--- src/rtl/keypad_scanner.sv ---
// 4x4 hex keypad scanner: strobes active-low columns, debounces whole-keypad scans,
// and shifts each accepted code into a 32-bit display value.
module keypad_scanner #(
    parameter int SCAN_DIV       = 100000,
    parameter int DEBOUNCE_SCANS = 4
) (
    input  logic        clk,
    input  logic        rst,
    input  logic [3:0]  row,
    input  logic        clr,
    output logic [3:0]  col,
    output logic [3:0]  key_code,
    output logic        key_valid,
    output logic        key_held,
    output logic [31:0] inVal
);

    // state | meaning
    // IDLE  | no key down, waiting for a single-key scan
    // CAND  | candidate key seen, counting identical scans
    // HELD  | key accepted, waiting for an empty scan
    // REL   | empty scans seen, counting toward release
    typedef enum logic [1:0] {IDLE, CAND, HELD, REL} state_t;

    localparam int DW = (SCAN_DIV > 1) ? $clog2(SCAN_DIV) : 1;
    localparam int CW = (DEBOUNCE_SCANS > 1) ? $clog2(DEBOUNCE_SCANS + 1) : 1;
    localparam logic [DW-1:0] DIV_LAST = DW'(SCAN_DIV - 1);
    localparam logic [CW-1:0] CNT_DONE = CW'(DEBOUNCE_SCANS);
    localparam bit DEB_ONE = (DEBOUNCE_SCANS == 1);

    state_t        state_q;
    logic [3:0]    row_meta_q, row_sync_q;
    logic [DW-1:0] div_q;
    logic [1:0]    idx_q;
    logic [3:0]    col_q;
    logic [15:0]   rec_q;
    logic [3:0]    cand_q;
    logic [CW-1:0] cnt_q;
    logic [3:0]    key_code_q;
    logic          key_valid_q;
    logic          key_held_q;
    logic [31:0]   inval_q;

    logic          col_last;
    logic          scan_end;
    logic [1:0]    idx_d;
    logic [15:0]   rec_d;
    logic          scan_key;
    logic [3:0]    scan_code;
    logic [CW-1:0] cnt_inc;
    logic          accept;

    assign col_last = (div_q == DIV_LAST);
    assign scan_end = col_last && (idx_q == 2'd3);
    assign idx_d    = idx_q + 2'd1;
    assign cnt_inc  = cnt_q + CW'(1);

    // Record bit index is {row, col}, which is exactly the key code.
    always_comb begin
        rec_d = rec_q;
        if (col_last) begin
            for (int r = 0; r < 4; r++) begin
                if (!row_sync_q[r]) rec_d[{2'(r), idx_q}] = 1'b1;
            end
        end
    end

    always_comb begin
        scan_code = 4'd0;
        for (int i = 0; i < 16; i++) begin
            if (rec_d[i]) scan_code = 4'(i);
        end
    end

    // Ghosted or multi-key scans fail the one-hot test and read as no key.
    assign scan_key = (rec_d != 16'd0) && ((rec_d & (rec_d - 16'd1)) == 16'd0);

    assign accept = scan_end && scan_key &&
                    (((state_q == IDLE) && DEB_ONE) ||
                     ((state_q == CAND) && (scan_code == cand_q) && (cnt_inc == CNT_DONE)));

    always_ff @(posedge clk or negedge rst) begin
        if (!rst) begin
            state_q     <= IDLE;
            row_meta_q  <= 4'hF;
            row_sync_q  <= 4'hF;
            div_q       <= '0;
            idx_q       <= 2'd0;
            col_q       <= 4'b1110;
            rec_q       <= 16'd0;
            cand_q      <= 4'd0;
            cnt_q       <= '0;
            key_code_q  <= 4'd0;
            key_valid_q <= 1'b0;
            key_held_q  <= 1'b0;
            inval_q     <= 32'd0;
        end else begin
            row_meta_q  <= row;
            row_sync_q  <= row_meta_q;
            key_valid_q <= 1'b0;

            if (col_last) begin
                div_q <= '0;
                idx_q <= idx_d;
                col_q <= ~(4'b0001 << idx_d);
                rec_q <= scan_end ? 16'd0 : rec_d;
            end else begin
                div_q <= div_q + DW'(1);
            end

            if (accept) begin
                key_valid_q <= 1'b1;
                key_code_q  <= scan_code;
                key_held_q  <= 1'b1;
            end

            if (clr)
                inval_q <= 32'd0;
            else if (accept)
                inval_q <= {inval_q[27:0], scan_code};

            if (scan_end) begin
                case (state_q)
                    IDLE: begin
                        if (scan_key) begin
                            cand_q  <= scan_code;
                            cnt_q   <= CW'(1);
                            state_q <= DEB_ONE ? HELD : CAND;
                        end
                    end
                    CAND: begin
                        if (!scan_key) begin
                            state_q <= IDLE;
                        end else if (scan_code == cand_q) begin
                            cnt_q <= cnt_inc;
                            if (cnt_inc == CNT_DONE) state_q <= HELD;
                        end else begin
                            cand_q <= scan_code;
                            cnt_q  <= CW'(1);
                        end
                    end
                    HELD: begin
                        if (!scan_key) begin
                            if (DEB_ONE) begin
                                state_q    <= IDLE;
                                key_held_q <= 1'b0;
                            end else begin
                                state_q <= REL;
                                cnt_q   <= CW'(1);
                            end
                        end
                    end
                    REL: begin
                        if (scan_key) begin
                            state_q <= HELD;
                        end else begin
                            cnt_q <= cnt_inc;
                            if (cnt_inc == CNT_DONE) begin
                                state_q    <= IDLE;
                                key_held_q <= 1'b0;
                            end
                        end
                    end
                    default: state_q <= IDLE;
                endcase
            end
        end
    end

    assign col       = col_q;
    assign key_code  = key_code_q;
    assign key_valid = key_valid_q;
    assign key_held  = key_held_q;
    assign inVal     = inval_q;

endmodule
--- config.mk ---
export PLATFORM = sky130hd
export DESIGN_NAME = keypad_scanner
export DESIGN_NICKNAME = d
export VERILOG_FILES = /design/src/rtl/keypad_scanner.sv
export SDC_FILE = /design/constraint.sdc
export NUM_CORES = 1
export LEC_CHECK = 0
export BUFFER_PORTS_ARGS = -buffer_cell sky130_fd_sc_hd__buf_2
export CAP_MARGIN = 10
export CORE_MARGIN = 2
export CORE_UTILIZATION = 45
export DETAILED_ROUTE_END_ITERATION = 8
export PLACE_DENSITY = 0.6
export SETUP_SLACK_MARGIN = 0.1
export SLEW_MARGIN = 20
export SYNTH_ARGS = -nofsm -noshare
export SYNTH_HDL_FRONTEND = slang
export SYNTH_SLANG_ARGS = --single-unit
--- constraint.sdc ---
create_clock -name clk -period 10.1 [get_ports clk]
set_clock_uncertainty 0.2 [all_clocks]
set_input_delay 0 -clock clk [delete_from_list [all_inputs] [get_ports clk]]
set_output_delay 0 -clock clk [all_outputs]
set_load 0.005 [all_outputs]
==> results.yml, run 1 <==
routing:
  drt_iter0_markers: 252
  ant_nets: 0
  drt-total-wl_um: 9790
  vias: 3358
  dr.pass1.iters: 4
  via_per_inst: 5.42
  drc: 0
  wire_per_inst_um: 15.8
synthesis:
  synthTopCellsByArea: "dfrtp_1 (45%), mux2i_1 (6.9%), dfstp_2 (6.3%)"
  synth-xor-area-share: 0.0379
  synth_compound_area_frac: 0.139
  synthAdderAreaFrac: 0.0298
  synth_ff_type: "dfrtp_1"
  synth_top_family_by_area: "simple AND/OR/NAND/NOR gates"
  ys_seq_area_frac: 0.512
  avgSynthCellArea_um2: 10.8
  synth_edf_count: 0
  synth.mux.area_fraction: 0.0839
  yosysTopAreaCell: "dfrtp_1"
  ys_async_sr_fraction: 1.00
  synth_cell_type_count: 58
  netlist_area_um2: 4620
  synth_top_area_frac: 0.449
  synth_fp_nets: 448
  ys_ff_latch: 94
  netlist_instances: 430
  synth-simple-area-share: 0.157
  yosysWarnings: 0
die:
  pin_count: 49
  die_w_um: 105
  rows: 37
  die_y_um: 105
  die-area_um2: 11100
  core_area_um2: 10100
  initial_core_util: 0.456
timing:
  hold_viol: 0
  tightest_slew_ns: 1.05
  min_period_ns: 4.77
  fin_setup_tns_ns: 0
  holdWs_ns: 0.0732
  slew_violations: 0
  rsz0062_at_grt: "false"
  max_freq_mhz: 210
  final.period_utilization: 0.472
  setup_violations: 0
  slew_headroom: 0.293
power:
  p_per_area_nw_per_um2: 123
  pwr-share-clk: 0.379
  internal_power_w: 0.000494
  switchingPower_w: 0.000146
  p_seq_frac: 0.597
  p_leak_nw: 2.38
  vdd_ir_drop_max_mv: 0.0996
  comb_power_share: 0.025
  switching_share: 0.228
final_layout:
  layout.area.seq_um2: 2370
  fin_nets: 497
  fin_util: 0.513
  final_cell_mix: "dfrtp_1 (83), nor2_1 (75), buf_2 (47)"
  fill_cells: 891
  diodes: 0
  layout_commonest_cell: "dfrtp_1"
  multi_input_area_um2: 2080
  drive_gt1_frac: 0.211
  syn2layout_area_growth_pct: 12.6
critical_path:
  startpoint_type: "flip-flop"
  endpoint_kind: "flip-flop"
  crit_end: "key_code[2]$_DFFE_PN0P_"
  regToRegSetupSlack_ns: 5.33
  crit_start: "div_q[5]$_DFF_PN0_"
  path_max_fanout: 37
  required_ns: 10.15
  worstPathArrival_ns: 4.82
  reg2reg_depth: 10
  r2r-end: "key_code[2]$_DFFE_PN0P_"
  path_class: "flip-flop to flip-flop"
  r2r_start: "div_q[5]$_DFF_PN0_"
global_routing:
  grt_pass1_vias: 3241
  grt_pass1_wl_um: 16700
  grt_util_all_layers: 0.191
  grt_max_degree: 63
  overflow: 0
  grt_antenna_before_repair: 0
clock_network:
  clock_latency_ns: 0.37
  ctsLongestPathBuffers: 2
  clock-sinks: 94
  cts.repair.resized: 0
  cts-root-buf: "clkbuf_8"
  cts_tree: "built"
  htreeDepth: 3
  cts_made_buffers: 9
  cts.clk_slew.worst_paths_ns: 0.10
flow_run:
  max_cap_violations: 0
placement:
  port_buffers: 48
  hpwl_um: 6680
  globalplace.congestion: 0.937
hold_path:
  whs_path_depth: 2
  hp-class: "input pin to flip-flop"
run_status:
  status: "complete, no violations"
registers in the layout (all words and copies together) (netlist names), named ones only:
register and flops:
idx_q 2, key_valid 1, cand_q 4, col 4
row_meta_q 4, row_sync_q 4, div_q 17, key_held 1
key_code 4, cnt_q 3, state_q 1, inVal 32
rec_q 16
worst min-delay path by stage:
stage	startpoint	end	slack, ns
floorplan	rst	asynchronous set/reset pin	-0.50
global placement	rst	rec_q[11]$_DFFE_PN0N_	-0.22
detailed placement	rst	rec_q[10]$_DFFE_PN0N_	-0.22
CTS	row[2]	row_meta_q[2]$_DFF_PN1_	0.05
global route	row[0]	row_meta_q[0]$_DFF_PN1_	0.06
finish	row[0]	row_meta_q[0]$_DFF_PN1_	0.07
cell usage after synthesis (2+ instances only):
cell / number
a41oi_1: 2
nor3_1: 5
nor4_1: 6
mux2i_1: 32
nor3b_1: 2
o31a_1: 3
o21ai_0: 11
dfstp_2: 11
and3_1: 4
dfrtp_1: 83
o31ai_4: 2
clkbuf_1: 13
a31o_2: 3
buf_6: 3
ha_1: 11
and2_1: 10
a31oi_1: 17
o22ai_1: 4
o211ai_1: 4
nand2_1: 25
a21o_1: 2
a211oi_2: 2
xor2_1: 9
a22o_1: 3
nand4_1: 6
a2111oi_2: 2
inv_1: 10
xnor2_1: 11
a21oi_1: 10
a21boi_0: 2
nand3_1: 10
mux2_2: 5
buf_12: 3
o31ai_1: 5
nor2_1: 75
or4bb_1: 2
worst max-delay path, cell delays in order, from the launching register on:
cell	delay, ns
dfrtp_1	0.45
or4b_4	0.57
nor4_4	0.49
buf_4	0.39
a31oi_1	0.30
and2_0	0.22
a2111oi_1	0.54
nand4_1	0.28
a2111oi_4	0.24
buf_4	0.52
mux2_2	0.40
cell families (layout without fill, tap and decap cells):
family	after synthesis	after routing
AOI/OAI and AO/OA	84	84
xor gates and xnor gates	20	20
adders and majority gates	11	11
buffers and inverters	31	85
DFF	94	94
muxes	38	38
and+or+nand+nor	152	152
what timing repair did:
action | 4_1_cts | 5_1_grt
hold buffers | 8 | 0
hold endpoints to repair | 68 | 0
setup buffers | 0 | 0
cell type report:
cell class	count	area share
clock buffers	12	0.0317
clock inverters	4	0.00577
well taps	136	0.0327
repair buffers	59	0.0683
multi-input cells	305	0.400
flip-flops and latches	94	0.455
inverters	10	0.00721
per-layer routing:
metal | up-vias | part of all wire | global-route usage
met5 | - | 0 | 0
met4 | 0 | 0.034 | 0.0981
met3 | 23 | 0.041 | 0.0334
met2 | 89 | 0.44 | 0.276
met1 | 1625 | 0.48 | 0.274
li1 | 1621 | - | -
metrics by stage:
| stage | instances | worst slack [ns] | instance area, um2 | power [W] |
|---|---|---|---|---|
| 3_5_place_dp | 596 | 5.30 | 4920 | 0.000402 |
| 3_3_place_gp | 596 | 5.40 | 4920 | 0.000402 |
| 6_report | 620 | 5.33 | 5200 | 0.000639 |
| 2_1_floorplan | 430 | 6.47 | 4620 | 0.000391 |
| 4_1_cts | 620 | 5.31 | 5200 | 0.000649 |
| 5_1_grt | 620 | 4.88 | 5200 | 0.000668 |
power groups by stage:
stage | clock network, W | registers, W | logic [W]
after detailed placement | 0 | 0.000389 | 0.0000132
after CTS | 0.000251 | 0.000381 | 0.0000165
after global routing | 0.000268 | 0.000382 | 0.0000184
final | 0.000242 | 0.000381 | 0.0000158
after global placement | 0 | 0.000389 | 0.0000131
after floorplan | 0 | 0.000387 | 0.00000373
(Power assumes the default switching activity.)
==> run 2, diff against run 1 <==
==> constraint.sdc (replaced) <==
create_clock -name clk -period 5 [get_ports clk]
set_clock_uncertainty 0.2 [all_clocks]
set_input_delay 0 -clock clk [delete_from_list [all_inputs] [get_ports clk]]
set_output_delay 0 -clock clk [all_outputs]
set_load 0.005 [all_outputs]
==> run 2 against run 1 <==
Combinational power is 100% higher. Critical path depth up 1. First-iteration DRC count down 19%. Critical path type unchanged. Largest cell class unchanged.
==> results.yml, run 2 (synthesis results as in run 1) <==
timing:
  max_freq_mhz: 224
  setup_violations: 0
  holdWs_ns: 0.0801
  hold_viol: 0
  final.period_utilization: 0.893
  fin_setup_tns_ns: 0
  slew_violations: 0
  slew_headroom: 0.534
  min_period_ns: 4.47
  rsz0062_at_grt: "false"
  tightest_slew_ns: 0.692
final_layout:
  syn2layout_area_growth_pct: 13.8
  fin_cells: 624
  drive_gt1_frac: 0.217
  diodes: 0
  final_cell_mix: "dfrtp_1 (83), nor2_1 (75), buf_2 (47)"
  fin_util: 0.519
  layout_commonest_cell: "dfrtp_1"
  fin_nets: 501
  largest_reg_flops: 32
  fill_cells: 949
routing:
  via_per_inst: 5.36
  drt-total-wl_um: 10000
  drt_iter0_markers: 205
  drc: 0
  wire_per_inst_um: 16.0
  ant_nets: 0
  vias: 3344
  dr.pass1.iters: 4
global_routing:
  overflow: 0
  grt_util_all_layers: 0.190
  grt_pass1_vias: 3273
  grt_antenna_before_repair: 0
  grt_max_degree: 55
  grt_pass1_wl_um: 16800
placement:
  port_buffers: 48
  hpwl_um: 6940
  globalplace.congestion: 0.890
  dp_cells: 600
power:
  p_per_area_nw_per_um2: 259
  pwr-share-clk: 0.411
  p_leak_nw: 2.41
  totalPowerFinal_w: 0.00136
  internal_power_w: 0.00106
  comb_power_share: 0.023
  p_seq_frac: 0.566
  vdd_ir_drop_max_mv: 0.175
  switching_share: 0.223
  switchingPower_w: 0.000304
die:
  pin_count: 49
  die_y_um: 105
  die_w_um: 105
  initial_core_util: 0.456
  rows: 37
  die-area_um2: 11100
  core_area_um2: 10100
critical_path:
  path_max_fanout: 30
  endpoint_kind: "flip-flop"
  worstPathArrival_ns: 4.49
  required_ns: 5.02
  path_class: "flip-flop to flip-flop"
  startpoint_type: "flip-flop"
clock_network:
  cts.clk_slew.worst_paths_ns: 0.09
  clock_latency_ns: 0.36
  cts_tree: "built"
  cts_made_buffers: 9
  clock-sinks: 94
  ctsLongestPathBuffers: 2
  htreeDepth: 3
  cts-root-buf: "clkbuf_8"
  cts.repair.resized: 0
hold_path:
  hp-class: "input pin to flip-flop"
run_status:
  status: "complete, no violations"
flow_run:
  max_cap_violations: 0
-- run 2: cell types whose count changed in the layout (fill, tap and decap cells not counted) --
cell and change:
buf_4 +4, bufinv_16 +2, clkbuf_8 -3, clkinv_4 -1
clkinvlp_4 +1, inv_6 +1
-- run 2: repair_timing --
item | in CTS | in global routing
setup buffers | 0 | 0
hold endpoints to repair | 76 | 0
hold buffers | 8 | 0
-- run 2: path summary, 6_finish.rpt --
kind | from | slack (ns) | to | depth (start not counted)
worst max-delay path | div_q[5]$_DFF_PN0_ | 0.53 | inVal[17]$_DFFE_PN0P_ | 11
worst min register to register | row_meta_q[3]$_DFF_PN1_ | 0.16 | row_sync_q[3]$_DFF_PN1_ | 0
worst max register to register | div_q[5]$_DFF_PN0_ | 0.53 | inVal[17]$_DFFE_PN0P_ | 11
max in group asynchronous | rst | 3.42 | rec_q[6]$_DFFE_PN0N_ | 4
worst min-delay path | row[0] | 0.08 | row_meta_q[0]$_DFF_PN1_ | 2
min in group asynchronous | rst | 0.52 | rec_q[12]$_DFFE_PN0N_ | 4
-- run 2: cell type report --
cell class | instances | area [um2] | area share
Tap cell | 136 | 170 | 0.0323
Inverter | 10 | 37.5 | 0.00713
Clock buffer | 9 | 124 | 0.0235
Clock inverter | 7 | 97.6 | 0.0185
Timing Repair Buffer | 63 | 385 | 0.0732
Multi-Input combinational cell | 305 | 2080 | 0.395
Sequential cell | 94 | 2370 | 0.450
-- run 2: through the flow --
stage,cell area (um2),setup WS (ns)
final,5260,0.534
after global routing,5260,0.184
after CTS,5260,0.525
after detailed placement,4950,0.536
after global placement,4950,0.596
after floorplan,4620,1.37
-- run 2: power by group through the flow --
stage | Sequential, W | Clock [W] | Combinational [W]
after detailed placement | 0.000785 | 0 | 0.0000266
after global routing | 0.000771 | 0.000613 | 0.0000370
after global placement | 0.000785 | 0 | 0.0000265
final | 0.000770 | 0.000559 | 0.0000316
after CTS | 0.000770 | 0.000577 | 0.0000332
after floorplan | 0.000782 | 0 | 0.00000754
-- run 2: routing by layer --
layer | vias up | global-route usage | wire [um] | part of all wire
met1 | 1615 | 0.272 | 4810 | 0.48
met5 | - | 0 | 0 | 0
met3 | 19 | 0.0383 | 455 | 0.045
met2 | 79 | 0.287 | 4560 | 0.46
li1 | 1631 | - | - | -
met4 | 0 | 0.0638 | 186 | 0.019
-- run 2: worst max-delay path: stages (launching register included) --
cell and delay [ns]:
dfrtp_1 0.46, or4b_4 0.57, nor4_4 0.57, buf_4 0.40, a31oi_1 0.20, a21boi_0 0.38, o211ai_1 0.20, a21o_1 0.24
a2111oi_4 0.38, buf_4 0.39, mux2i_1 0.26, nor2_1 0.07
==> run 3, diff against run 2 <==
--- a/config.mk
+++ b/config.mk
@@ -5,6 +5,7 @@
 export SDC_FILE = /design/constraint.sdc
 export NUM_CORES = 1
 export LEC_CHECK = 0
+export ABC_AREA = 1
 export BUFFER_PORTS_ARGS = -buffer_cell sky130_fd_sc_hd__buf_2
 export CAP_MARGIN = 10
 export CORE_MARGIN = 2
==> run 3 against run 2 <==
Via count up 12%. Register-to-register slack improved by 0.61 ns. Synthesized cell count up 36%. Maximum frequency is 16% higher. Global-route usage down 0.57 points. Core utilization down 0.49 points. Worst setup slack better by 0.61 ns. Sequential cell count unchanged. Sequential share of layout area is 1.9 points lower. Wire length is 0.79% lower. First-iteration DRC count decreased by 14%. Sequential power hardly changed. Largest power group unchanged.
==> results.yml, run 3 <==
power:
  p_leak_nw: 2.98
  p_per_area_nw_per_um2: 258
  switching_share: 0.221
  vdd_ir_drop_max_mv: 0.146
  comb_power_share: 0.022
  pwr-share-clk: 0.438
  p_seq_frac: 0.540
  switchingPower_w: 0.000313
  internal_power_w: 0.00111
clock_network:
  hold_buffers: 7
  ctsLongestPathBuffers: 2
  cts.repair.resized: 0
  htreeDepth: 3
  cts.clk_slew.worst_paths_ns: 0.10
  cts-root-buf: "clkbuf_8"
  clock_latency_ns: 0.37
  clock-sinks: 94
  cts_tree: "built"
  cts_made_buffers: 9
  cts_setup_buffers: 0
global_routing:
  grt_util_all_layers: 0.184
  grt_pass1_vias: 3556
  grt_pass1_wl_um: 16800
  grt_antenna_before_repair: 0
  grt_max_degree: 63
  overflow: 0
synthesis:
  synth_edf_count: 0
  ys_async_sr_fraction: 1.00
  synth_most_common_cell: "nand2_1"
  synth_fp_nets: 603
  synth_cell_type_count: 45
  yosysTopAreaCell: "dfrtp_1"
  synthTopCellsByArea: "dfrtp_1 (43%), nand2_1 (11%), inv_1 (6.5%)"
  synthTopCellsByCount: "nand2_1 (146), inv_1 (85), dfrtp_1 (83)"
  netlist_instances: 585
  synth_ff_type: "dfrtp_1"
  synth_top_area_frac: 0.426
  netlist_area_um2: 4880
  ys_seq_area_frac: 0.485
  ys_ff_latch: 94
  yosysWarnings: 0
  avgSynthCellArea_um2: 8.34
final_layout:
  fill_cells: 1039
  diodes: 0
  design_area_um2: 5500
  largest_reg_flops: 32
  layout_commonest_cell: "nand2_1"
  final_cell_mix: "nand2_1 (146), inv_1 (85), dfrtp_1 (83)"
  drive_gt1_frac: 0.223
  fin_nets: 655
  syn2layout_area_growth_pct: 12.8
critical_path:
  worstPathArrival_ns: 3.91
  crit_start: "div_q[0]$_DFF_PN0_"
  slowest_delay_ns: 0.39
  startpoint_type: "flip-flop"
  required_ns: 5.05
  path_max_fanout: 49
  path_class: "flip-flop to flip-flop"
  endpoint_kind: "flip-flop"
  r2r_start: "div_q[0]$_DFF_PN0_"
  cp_slowest_cell: "nor2_4"
  cp_cell_sequence: "ha_1 -> nand3_2 -> inv_2 -> nand2_2 -> nor2_4 -> nand2_4 -> nor2_4 -> a21oi_1 -> nand2_2 -> nor2_1 -> nand2_1 -> nand2_2 -> xnor2_1 -> o21ai_1 -> nor2_2 -> nand3_2 -> nor2_4 -> nand2_4 -> inv_4 -> o21ai_0"
routing:
  via_per_inst: 4.79
  drc: 0
  wire_per_inst_um: 12.7
  ant_nets: 0
  dr.pass1.iters: 4
  vias: 3742
  drt_iter0_markers: 177
  drt-total-wl_um: 9930
flow_run:
  max_cap_violations: 0
timing:
  final.period_utilization: 0.771
  slew_violations: 0
  fin_setup_tns_ns: 0
  rsz0062_at_grt: "false"
  setup_violations: 0
  hold_viol: 0
  slew_headroom: 0.475
  max_freq_mhz: 259
  tightest_slew_ns: 0.788
  min_period_ns: 3.86
placement:
  place_area_um2: 5190
  globalplace.congestion: 0.989
  port_buffers: 48
  hpwl_um: 6820
die:
  die-area_um2: 11700
  pin_count: 49
  core_area_um2: 10700
  initial_core_util: 0.456
  die_w_um: 108
  rows: 38
  die_y_um: 108
hold_path:
  hp-class: "input pin to asynchronous set/reset pin"
run_status:
  status: "complete, no violations"
-- run 3: cell types whose count changed after synthesis, sizes merged, moves of 12 or more --
cell   previous run  this run
nand2            25       161
o21ai            12        55
inv              10        97
nor2             76        57
nand3            10        35
mux2i            32         0
a31oi            17         5
-- run 3: cells by family after synthesis --
| logic type | synth area share |
|---|---|
| flops | 0.485 |
| buf+inv | 0.101 |
| compound gates | 0.0970 |
| fa+ha+maj | 0.0282 |
| simple gates | 0.278 |
| xor+xnor | 0.0108 |
-- run 3: routing by layer --
layer	up-vias	routed length, um	track usage
met3	14	385	0.0283
li1	1933	-	-
met1	1714	4950	0.260
met2	81	4410	0.284
met4	0	178	0.0742
met5	-	0	0
-- run 3: power groups by stage --
stage                     Combinational, W  Clock, W  Sequential (W)
after floorplan                 0.00000685         0        0.000781
after global placement           0.0000276         0        0.000782
after detailed placement         0.0000280         0        0.000782
after CTS                        0.0000328  0.000635        0.000767
after global routing             0.0000359  0.000669        0.000768
final                            0.0000310  0.000622        0.000767
-- run 3: worst paths after layout --
check	endpoint	slack, ns	cells after the start
max	inVal[20]$_DFFE_PN0P_	1.14	20
min	row_meta_q[3]$_DFF_PN1_	0.03	2
max reg2reg	inVal[20]$_DFFE_PN0P_	1.14	20
min reg2reg	row_sync_q[1]$_DFF_PN1_	0.16	0
max in group asynchronous	inVal[9]$_DFFE_PN0P_	3.77	3
min in group clk	row_meta_q[1]$_DFF_PN1_	0.06	2
-- run 3: metrics by stage --
| stage | total power [W] | setup slack, ns | std cells | utilization | hold WS (ns) |
|---|---|---|---|---|---|
| floorplan | 0.000788 | 1.89 | 585 | - | -0.496 |
| global placement | 0.000809 | 1.28 | 759 | 0.485 | -0.239 |
| detailed placement | 0.000810 | 1.16 | 759 | 0.485 | -0.231 |
| CTS | 0.00144 | 1.14 | 782 | 0.515 | 0.0331 |
| global route | 0.00147 | 0.695 | 782 | 0.514 | 0.0493 |
| finish | 0.00142 | 1.14 | 782 | 0.514 | 0.0307 |
-- run 3: worst max-delay path: cells and delay by family (launching register included) --
kind,cells,cell delay [ns]
simple gates,13,1.94
xor+xnor,1,0.16
buf+inv,2,0.42
fa+ha+maj,1,0.21
compound gates,3,0.42
flops,1,0.38
-- run 3: final cells by class --
| type | count | area (um2) | share of cell area |
|---|---|---|---|
| flip-flops and latches | 94 | 2370 | 0.430 |
| well taps | 140 | 175 | 0.0319 |
| inverters | 98 | 374 | 0.0680 |
| multi-input cells | 377 | 2020 | 0.367 |
| clock buffers | 9 | 124 | 0.0225 |
| clock inverters | 7 | 120 | 0.0218 |
| repair buffers | 57 | 323 | 0.0587 |
